File: src/rtl/uart_rx_fifo.sv
// uart_rx_fifo: 8N1 UART receiver with 16x oversampling and a show-ahead receive FIFO
//
// Optional feature macro: UART_RX_PARITY_EN
//   defined   -> one even-parity bit is expected between data bit 7 and the stop bit
//   undefined -> 10-bit frames, parity_err tied to 0
//
// Parameters: SYS_CLK_FREQ (Hz), BAUD_RATE (bit/s), FIFO_ADDR_WIDTH (depth = 2**FIFO_ADDR_WIDTH)
//
// Ports:
//   clk        in   system clock, rising edge
//   rst_n      in   asynchronous active-low reset
//   rx         in   serial line, idle high, asynchronous to clk
//   rd_en      in   pop the head byte (ignored while empty)
//   rd_data    out  head byte of the FIFO, valid while empty=0
//   empty      out  FIFO holds no bytes
//   full       out  FIFO holds 2**FIFO_ADDR_WIDTH bytes
//   frame_err  out  sticky, stop bit sampled low
//   overrun    out  sticky, good byte dropped on a full FIFO
//   parity_err out  sticky, even-parity mismatch
//   err_clr    in   synchronous clear of all sticky flags (a same-cycle set wins)
module uart_rx_fifo #(
    parameter int SYS_CLK_FREQ    = 100000000,
    parameter int BAUD_RATE       = 115200,
    parameter int FIFO_ADDR_WIDTH = 3
) (
    input  logic       clk,
    input  logic       rst_n,
    input  logic       rx,
    input  logic       rd_en,
    output logic [7:0] rd_data,
    output logic       empty,
    output logic       full,
    output logic       frame_err,
    output logic       overrun,
    output logic       parity_err,
    input  logic       err_clr
);
    localparam int DIV   = SYS_CLK_FREQ / (BAUD_RATE * 16);
    localparam int CW    = (DIV > 1) ? $clog2(DIV) : 1;
    localparam int AW    = FIFO_ADDR_WIDTH;
    localparam int DEPTH = 1 << AW;
    localparam logic [AW:0] PTR_ONE = 1;

    if (DIV < 1) begin : g_div_check
        $error("uart_rx_fifo: SYS_CLK_FREQ/(BAUD_RATE*16) must be >= 1");
    end

    typedef enum logic [2:0] {IDLE, START, DATA, PARITY, STOP, BRK} state_t;

`ifdef UART_RX_PARITY_EN
    localparam state_t AFTER_DATA = PARITY;
`else
    localparam state_t AFTER_DATA = STOP;
`endif

    state_t        state;
    logic          rx_meta;
    logic          rxs;
    logic [CW-1:0] div_cnt;
    logic          tick;
    logic          start_det;
    logic [3:0]    tc;
    logic [2:0]    idx;
    logic [7:0]    shift;
    logic          push;
    logic [7:0]    mem [DEPTH];
    logic [AW:0]   wptr;
    logic [AW:0]   rptr;
    logic          pop;
    logic          wr;

    // Two-flop synchronizer; resets to the idle line level so reset never fakes a start bit.
    always_ff @(posedge clk or negedge rst_n) begin
        if (!rst_n) begin
            rx_meta <= 1'b1;
            rxs     <= 1'b1;
        end else begin
            rx_meta <= rx;
            rxs     <= rx_meta;
        end
    end

    // Oversampling tick; realigned to the falling edge of a start bit.
    assign start_det = (state == IDLE) && !rxs;
    assign tick      = (div_cnt == CW'(DIV - 1));

    always_ff @(posedge clk or negedge rst_n) begin
        if (!rst_n)
            div_cnt <= '0;
        else
            div_cnt <= (start_det || tick) ? '0 : div_cnt + CW'(1);
    end

    // Receive FSM. START waits half a bit (8 ticks) to land mid-bit; every later
    // sample is 16 ticks apart. push is a one-cycle strobe after a good stop bit.
    always_ff @(posedge clk or negedge rst_n) begin
        if (!rst_n) begin
            state     <= IDLE;
            tc        <= '0;
            idx       <= '0;
            shift     <= '0;
            push      <= 1'b0;
            frame_err <= 1'b0;
`ifdef UART_RX_PARITY_EN
            parity_err <= 1'b0;
`endif
        end else begin
            push <= 1'b0;
            if (err_clr) begin
                frame_err <= 1'b0;
`ifdef UART_RX_PARITY_EN
                parity_err <= 1'b0;
`endif
            end
            case (state)
                IDLE: begin
                    if (!rxs) begin
                        state <= START;
                        tc    <= '0;
                    end
                end
                START: begin
                    if (tick) begin
                        if (tc == 4'd7) begin
                            state <= rxs ? IDLE : DATA;
                            tc    <= '0;
                            idx   <= '0;
                        end else begin
                            tc <= tc + 4'd1;
                        end
                    end
                end
                DATA: begin
                    if (tick) begin
                        tc <= tc + 4'd1;
                        if (tc == 4'd15) begin
                            shift <= {rxs, shift[7:1]};
                            idx   <= idx + 3'd1;
                            if (idx == 3'd7)
                                state <= AFTER_DATA;
                        end
                    end
                end
`ifdef UART_RX_PARITY_EN
                PARITY: begin
                    if (tick) begin
                        tc <= tc + 4'd1;
                        if (tc == 4'd15) begin
                            if (^shift ^ rxs)
                                parity_err <= 1'b1;
                            state <= STOP;
                        end
                    end
                end
`endif
                STOP: begin
                    if (tick) begin
                        tc <= tc + 4'd1;
                        if (tc == 4'd15) begin
                            if (rxs) begin
                                push  <= 1'b1;
                                state <= IDLE;
                            end else begin
                                frame_err <= 1'b1;
                                state     <= BRK;
                            end
                        end
                    end
                end
                BRK: begin
                    // Hold here until the line returns high so a long break yields no bytes.
                    if (rxs)
                        state <= IDLE;
                end
                default: state <= IDLE;
            endcase
        end
    end

`ifndef UART_RX_PARITY_EN
    assign parity_err = 1'b0;
`endif

    // FIFO: pointers carry one extra wrap bit to tell full from empty.
    assign empty   = (wptr == rptr);
    assign full    = (wptr[AW-1:0] == rptr[AW-1:0]) && (wptr[AW] != rptr[AW]);
    assign pop     = rd_en && !empty;
    assign wr      = push && (!full || pop);
    assign rd_data = empty ? 8'h00 : mem[rptr[AW-1:0]];

    always_ff @(posedge clk) begin
        if (wr)
            mem[wptr[AW-1:0]] <= shift;
    end

    always_ff @(posedge clk or negedge rst_n) begin
        if (!rst_n) begin
            wptr    <= '0;
            rptr    <= '0;
            overrun <= 1'b0;
        end else begin
            if (wr)
                wptr <= wptr + PTR_ONE;
            if (pop)
                rptr <= rptr + PTR_ONE;
            if (err_clr)
                overrun <= 1'b0;
            if (push && full && !pop)
                overrun <= 1'b1;
        end
    end
endmodule

File: config.mk
export PLATFORM = sky130hd
export DESIGN_NAME = uart_rx_fifo
export DESIGN_NICKNAME = d
export VERILOG_FILES = /design/src/rtl/uart_rx_fifo.sv
export SDC_FILE = /design/constraint.sdc
export NUM_CORES = 1
export LEC_CHECK = 0
export BUFFER_PORTS_ARGS = -buffer_cell sky130_fd_sc_hd__buf_4
export CORE_ASPECT_RATIO = 1.4
export CORE_MARGIN = 5
export CORE_UTILIZATION = 40
export DETAILED_ROUTE_END_ITERATION = 6
export SYNTH_ARGS = -nofsm -noshare
export SYNTH_HDL_FRONTEND = slang
export SYNTH_SLANG_ARGS = --single-unit
export TNS_END_PERCENT = 10
File: constraint.sdc
create_clock -name clk -period 2.75 [get_ports clk]
set_input_delay 0.1375 -clock clk [delete_from_list [all_inputs] [get_ports clk]]
set_output_delay 0.1375 -clock clk [all_outputs]
set_load 0.05 [all_outputs]
==> impl_metrics.yaml, run 1 <==
outcome:
  status: "complete, no violations"
drt:
  wire_per_inst_um: 16.1
  drc: 0
  via_per_inst: 5.05
  wirelength_um: 7310
  ant_nets: 0
  drt_pre_antenna_iters: 4
  detail_route.iter0.violations: 120
  dr_total_vias: 2293
power_and_ir_drop:
  cellLeakagePower_uw: 0.00202
  ir_drop_mv: 0.354
  power_density_nw_per_um2: 745
timing:
  fin_tns_setup_ns: 0
  slew_viol_final: 0
  max_slew_margin_pct: 56.5
  worst_slack_ns: 0.480
  hold-worst-slack_ns: 0.0175
  fmaxAchievable_mhz: 440
  final_hold_viol_count: 0
  clock_skew_ns: 0.00709
  period_needed_ns: 2.27
  worst_pin_slew_ns: 0.650
  rsz0062_at_grt: "false"
  fin_crit_sh_pct: 82.6
  finalSetupViolCount: 0
cells_and_area:
  antenna_cells: 0
  drive_gt1_share_pct: 26.2
  final_cell_area_um2: 5000
  final_cell_mix: "edfxtp_1, dfrtp_1, buf_4, nor2_1, mux4_2"
  syn_to_final_growth_pct: 13.2
  layout_commonest_cell: "edfxtp_1"
  fin_util_pct: 46.2
  layout.nets: 320
grt:
  grt_max_degree: 38
  grt_pass1_vias: 2397
  antenna_found_initial: 0
  grt.overflow.total: 0
  track_usage_pct: 12.1
  grt_pass1_wl_um: 12500
place:
  dp_hpwl_um: 5090
  routabilityCongestion: 0.743
  io_buffers: 16
  dpl_worst_slack_ns: 0.471
  placed_area_um2: 4690
clocking:
  cts_made_buffers: 9
  cts_tree: "built"
  clk_latency_ns: 0.34
  cts_setup_buffers: 0
  clockBufferDepth: 2
  clock_sinks: 101
  htree_levels: 3
  root_buffer: "clkbuf_16"
  clk_pin_slew_ns: 0.07
worst_setup_path:
  endpoint: "mem[3][5]$_DFFE_PP_"
  r2r_end: "mem[3][5]$_DFFE_PP_"
  critPathLaunch: "wptr[1]$_DFFE_PN0P_"
  path_max_fanout: 11
  required_ns: 2.72
  r2r_cells: 5
  worstSetupStartpointType: "flop"
  crit_type: "flop to flop"
  cp.arrival_ns: 2.24
  endpoint_kind: "flop"
  reg2reg_slack_ns: 0.48
  r2r-start: "wptr[1]$_DFFE_PN0P_"
synth:
  synth_area_um2: 4410
  ys_ff_latch: 101
  synth_cell_type_count: 52
  synthCells: 282
  synthArstFlopShare_pct: 36.6
  yosysSeqAreaShare_pct: 64.6
  synth_ff_type: "edfxtp_1"
  syn_area_per_cell_um2: 15.7
  synth_edf_count: 64
  syn-num-nets: 294
  yosys_warnings: 0
floorplanning:
  core_area_um2: 10800
  die_y_um: 134
  ioPinCount: 18
  die-area_um2: 13300
  rows: 45
  start_util_pct: 40.8
  die_x_um: 98.8
job:
  drv_cap: 0
min_path:
  hold_class: "input port to flop"
==> cells by family (layout without fill, tap and decap cells) <==
logic type               count (synthesis)  in the layout  share of synthesized area [%]
other                                    1              1                         0.0850
AO/OA/AOI/OAI                           25             25                           4.00
AND/OR/NAND/NOR                         75             75                           10.0
adder cells (fa/ha/maj)                  7              7                           1.98
multiplexers                            36             36                           13.1
XOR/XNOR                                14             14                           3.12
buffers and inverters                   23             54                           3.09
flip-flops                             101            101                           64.6
==> through the flow <==
stage          instances  power [uW]
3_3_place_gp         436        2590
2_1_floorplan        282        2410
6_report             454        3720
4_1_cts              454        3780
5_1_grt              454        3910
3_5_place_dp         436        2600
==> synthesized netlist by cell type (2+ instances only) <==
cell      number  area share, %
dfstp_2        2            1.2
o21ai_0        4           0.45
nor4_1         2           0.28
xnor2_1        7            1.4
buf_2          4           0.45
nand3_1       10            1.1
o22ai_1        4           0.57
xor2_2         2           0.74
a31oi_1        2           0.28
clkbuf_1       2           0.17
a21oi_1        3           0.34
ha_1           7            2.0
inv_1          8           0.68
o41ai_1        2           0.40
a22o_1         2           0.40
edfxtp_1      64             44
dfrtp_1       35             20
mux4_2        16            8.2
nor3b_1        4           0.68
mux2i_1        8            1.8
buf_6          4            1.0
xor2_1         5           0.99
o21ai_1        2           0.23
nor4b_2        2           0.68
or2_1          2           0.28
nor2_1        22            1.9
nor3_1         3           0.34
mux2_2         5            1.3
and3_1         2           0.28
buf_4          4           0.68
nand2b_1       7           0.99
mux2_1         6            1.5
nand2_1       11           0.94
==> worst min path at each step <==
stage,start,slack (ns),cells after the start,to
final,err_clr,0.02,2,overrun$_DFFE_PN0P_
after global routing,err_clr,0.02,2,overrun$_DFFE_PN0P_
after CTS,err_clr,0.004,2,overrun$_DFFE_PN0P_
after detailed placement,rst_n,0.13,1,div_cnt[3]$_DFF_PN0_
after global placement,rst_n,0.13,1,div_cnt[3]$_DFF_PN0_
after floorplan,rst_n,-0.16,0,div_cnt[0]$_DFF_PN0_
==> layer usage <==
layer | wire length, um | global-route usage, % | vias up
met1 | 3040 | 14.7 | 1149
li1 | - | - | 1108
met4 | 101 | 4.78 | 0
met3 | 221 | 3.02 | 8
met5 | 0 | 0 | -
met2 | 3950 | 20.7 | 28
==> what timing repair did <==
item	CTS	global route
hold endpoints to repair	36	0
hold buffers	2	0
resized for setup	0	0
==> power breakdown <==
group          total (uW)  internal [uW]  switching [uW]
registers            1660           1630            29.5
logic                 880            354             526
clock network        1180            624             557
==> cell type report <==
cell class,count,area (um2)
sequential,101,2850
timing repair buffer,30,230
inverter,8,30.0
fill,976,5810
tap,141,176
clock buffer,9,225
multi-input combinational,158,1430
clock inverter,7,57.6
==> registers in the layout, indices dropped and copies added, names as in the netlist <==
signal and cells:
div_cnt 6, frame_err 1, idx 3, mem 64, overrun 1, push 1, rptr 4, rx_meta 1
rxs 1, shift 8, state 3, tc 4, wptr 4
==> worst max-delay path: stages (launching register included) <==
cell and delay, ns:
dfrtp_1 0.58, xor2_2 0.26, nor4_4 0.08, nand2b_1 0.29, nand3b_1 0.17, nor2_1 0.53
Note: power is estimated with default switching activity, not from simulation.
==> run 2: changes to the inputs <==
ABC_AREA = 1   (was unset)
clock period = 1.9 ns   (was 2.75 ns; I/O delays follow)
==> impl_metrics.yaml, run 2 <==
grt:
  antenna_found_initial: 0
  grt_max_degree: 38
  grt_pass1_vias: 3127
  track_usage_pct: 14.2
  grt.overflow.total: 0
  grt_pass1_wl_um: 15100
clocking:
  htree_levels: 3
  clock_sinks: 101
  cts_made_buffers: 9
  cts_setup_buffers: 0
  clk_pin_slew_ns: 0.07
  clk_latency_ns: 0.35
  clockBufferDepth: 2
  root_buffer: "clkbuf_16"
  cts_tree: "built"
timing:
  hold-worst-slack_ns: 0.0274
  fmaxAchievable_mhz: 540
  period_needed_ns: 1.85
  rsz0062_at_grt: "true"
  worst_pin_slew_ns: 0.634
  slew_viol_final: 0
  fin_crit_sh_pct: 97.5
  clock_skew_ns: 0.00673
  final_hold_viol_count: 0
  finalSetupViolCount: 0
  max_slew_margin_pct: 57.6
  worst_slack_ns: 0.0479
power_and_ir_drop:
  p_clk_share_pct: 44.3
  ir_drop_mv: 0.477
  switchingPower_uw: 862
  power_uw: 4230
  comb_power_share_pct: 0.8
  cellLeakagePower_uw: 0.00232
  power_density_nw_per_um2: 800
  p_int_uw: 3370
  seq_power_share_pct: 54.8
  swShare_pct: 20.4
synth:
  yosysMostFrequentCell: "nand2_1"
  synthMuxAreaShare_pct: 0
  yosys.area_share.simple_pct: 21.4
  syn_area_per_cell_um2: 10.3
  synth_area_um2: 4560
  synth_cell_type_count: 37
  yosys-top-cells-area: "edfxtp_1, dfrtp_1, nand2_1"
  synth.top_cell.area_share_pct: 42.2
  yosys_warnings: 0
  synth-adder-area-share_pct: 1.92
  synthCells: 442
  synth_top_family_by_area: "simple AND/OR/NAND/NOR gates"
  synth_ff_type: "edfxtp_1"
  synth_top_area_cell: "edfxtp_1"
  synth_common_cells: "nand2_1, nor2_1, edfxtp_1"
  synthArstFlopShare_pct: 36.6
  yosysSeqAreaShare_pct: 62.5
  synthXorXnorAreaFrac_pct: 1.87
  ys_ff_latch: 101
  synth_compound_area_share_pct: 8.04
  syn-num-nets: 454
  synth_edf_count: 64
drt:
  wirelength_um: 8930
  ant_nets: 0
  drt_pre_antenna_iters: 4
  detail_route.iter0.violations: 156
  via_per_inst: 4.97
  dr_total_vias: 3111
  wire_per_inst_um: 14.3
  drc: 0
cells_and_area:
  largest_reg_flops: 64
  layout_commonest_cell: "nand2_1"
  syn_to_final_growth_pct: 16.1
  fin_util_pct: 46.9
  final_cell_mix: "nand2_1, nor2_1, edfxtp_1, o21ai_0"
  final_cell_area_um2: 5290
  layout.nets: 489
  drive_gt1_share_pct: 17.8
  antenna_cells: 0
worst_setup_path:
  required_ns: 1.80
  cp.arrival_ns: 1.76
  crit_type: "flop to output pin"
  endpoint_kind: "output pin"
  worstSetupStartpointType: "flop"
  path_max_fanout: 32
outcome:
  status: "complete, no violations"
place:
  placed_area_um2: 4920
  dp_hpwl_um: 6240
  routabilityCongestion: 0.867
  io_buffers: 16
  dpl_worst_slack_ns: 0.0396
floorplanning:
  start_util_pct: 40.4
  rows: 46
  die-area_um2: 13700
  ioPinCount: 18
  die_x_um: 100
  die_y_um: 136
  core_area_um2: 11300
min_path:
  hold_class: "input port to flop"
job:
  drv_cap: 0
## run 2: cell count changes after synthesis, moves of 6 or more
cell and change:
o21ai_1 +10, mux2_1 -6, inv_2 +7, nand2b_1 -7, nor2_1 +55, mux2i_1 -8
inv_1 +10, nand2_1 +74, o21ai_0 +41, nand4_1 +6, mux4_2 -16, nand3_1 +14
## run 2: area by class of cell
cell class	instances	area [um2]
repair buffers	39	315
multi-input cells	300	1530
clock buffers	9	225
inverters	26	100
clock inverters	7	83.8
fillers	1057	5990
flip-flops and latches	101	2850
well taps	144	180
## run 2: through the flow
step | std cells | TNS [ns]
after floorplan | 442 | 0
after global placement | 607 | 0
after detailed placement | 607 | 0
after CTS | 626 | 0
after global routing | 626 | -0.554
final | 626 | 0
## run 2: final timing paths
kind,from,end,slack [ns],depth (start not counted)
worst max-delay path,rptr[0]$_DFFE_PN0P_,rd_data[0],0.05,8
worst min-delay path,rd_en,rptr[0]$_DFFE_PN0P_,0.03,3
worst max register to register,rptr[0]$_DFFE_PN0P_,mem[1][3]$_DFFE_PP_,0.12,7
worst min register to register,rx_meta$_DFF_PN1_,rxs$_DFF_PN1_,0.36,0
max in group asynchronous,rst_n,rptr[0]$_DFFE_PN0P_,1.28,2
min in group asynchronous,rst_n,div_cnt[5]$_DFF_PN0_,0.24,2
## run 2: what timing repair did
action,CTS,global route
resized for setup,7,5
endpoints found under the hold margin,38,0
setup endpoints to repair,8,40
pin swaps,0,1
hold buffers,3,0
## run 2: critical path, stage by stage, from the launching register on
cell and delay (ns):
dfrtp_2 0.46, buf_8 0.18, nor2_1 0.13, nor2_1 0.04, o21ai_0 0.07, o21ai_0 0.11
o21ai_1 0.17, nor2_1 0.06, buf_4 0.18
## run 2: cells by family after synthesis
kind of cell	Yosys count
AOI/OAI and AO/OA	70
xor gates and xnor gates	8
adders and majority gates	7
buffers and inverters	41
DFF	101
other	1
and+or+nand+nor	214
## run 2: power groups by stage
stage	Clock [uW]	Sequential, uW	Combinational (uW)
after global placement	0	2370	32.1
after detailed placement	0	2370	32.5
final	1870	2320	35.6
after global routing	2030	2320	41.0
after CTS	1920	2320	37.3
after floorplan	0	2370	8.62
## run 2: layer usage
| layer | wire (um) | vias to the layer above | GRT usage [%] |
|---|---|---|---|
| li1 | - | 1566 | - |
| met1 | 3600 | 1480 | 16.3 |
| met2 | 4890 | 53 | 25.8 |
| met3 | 275 | 12 | 3.08 |
| met4 | 159 | 0 | 5.02 |
| met5 | 0 | - | 0 |
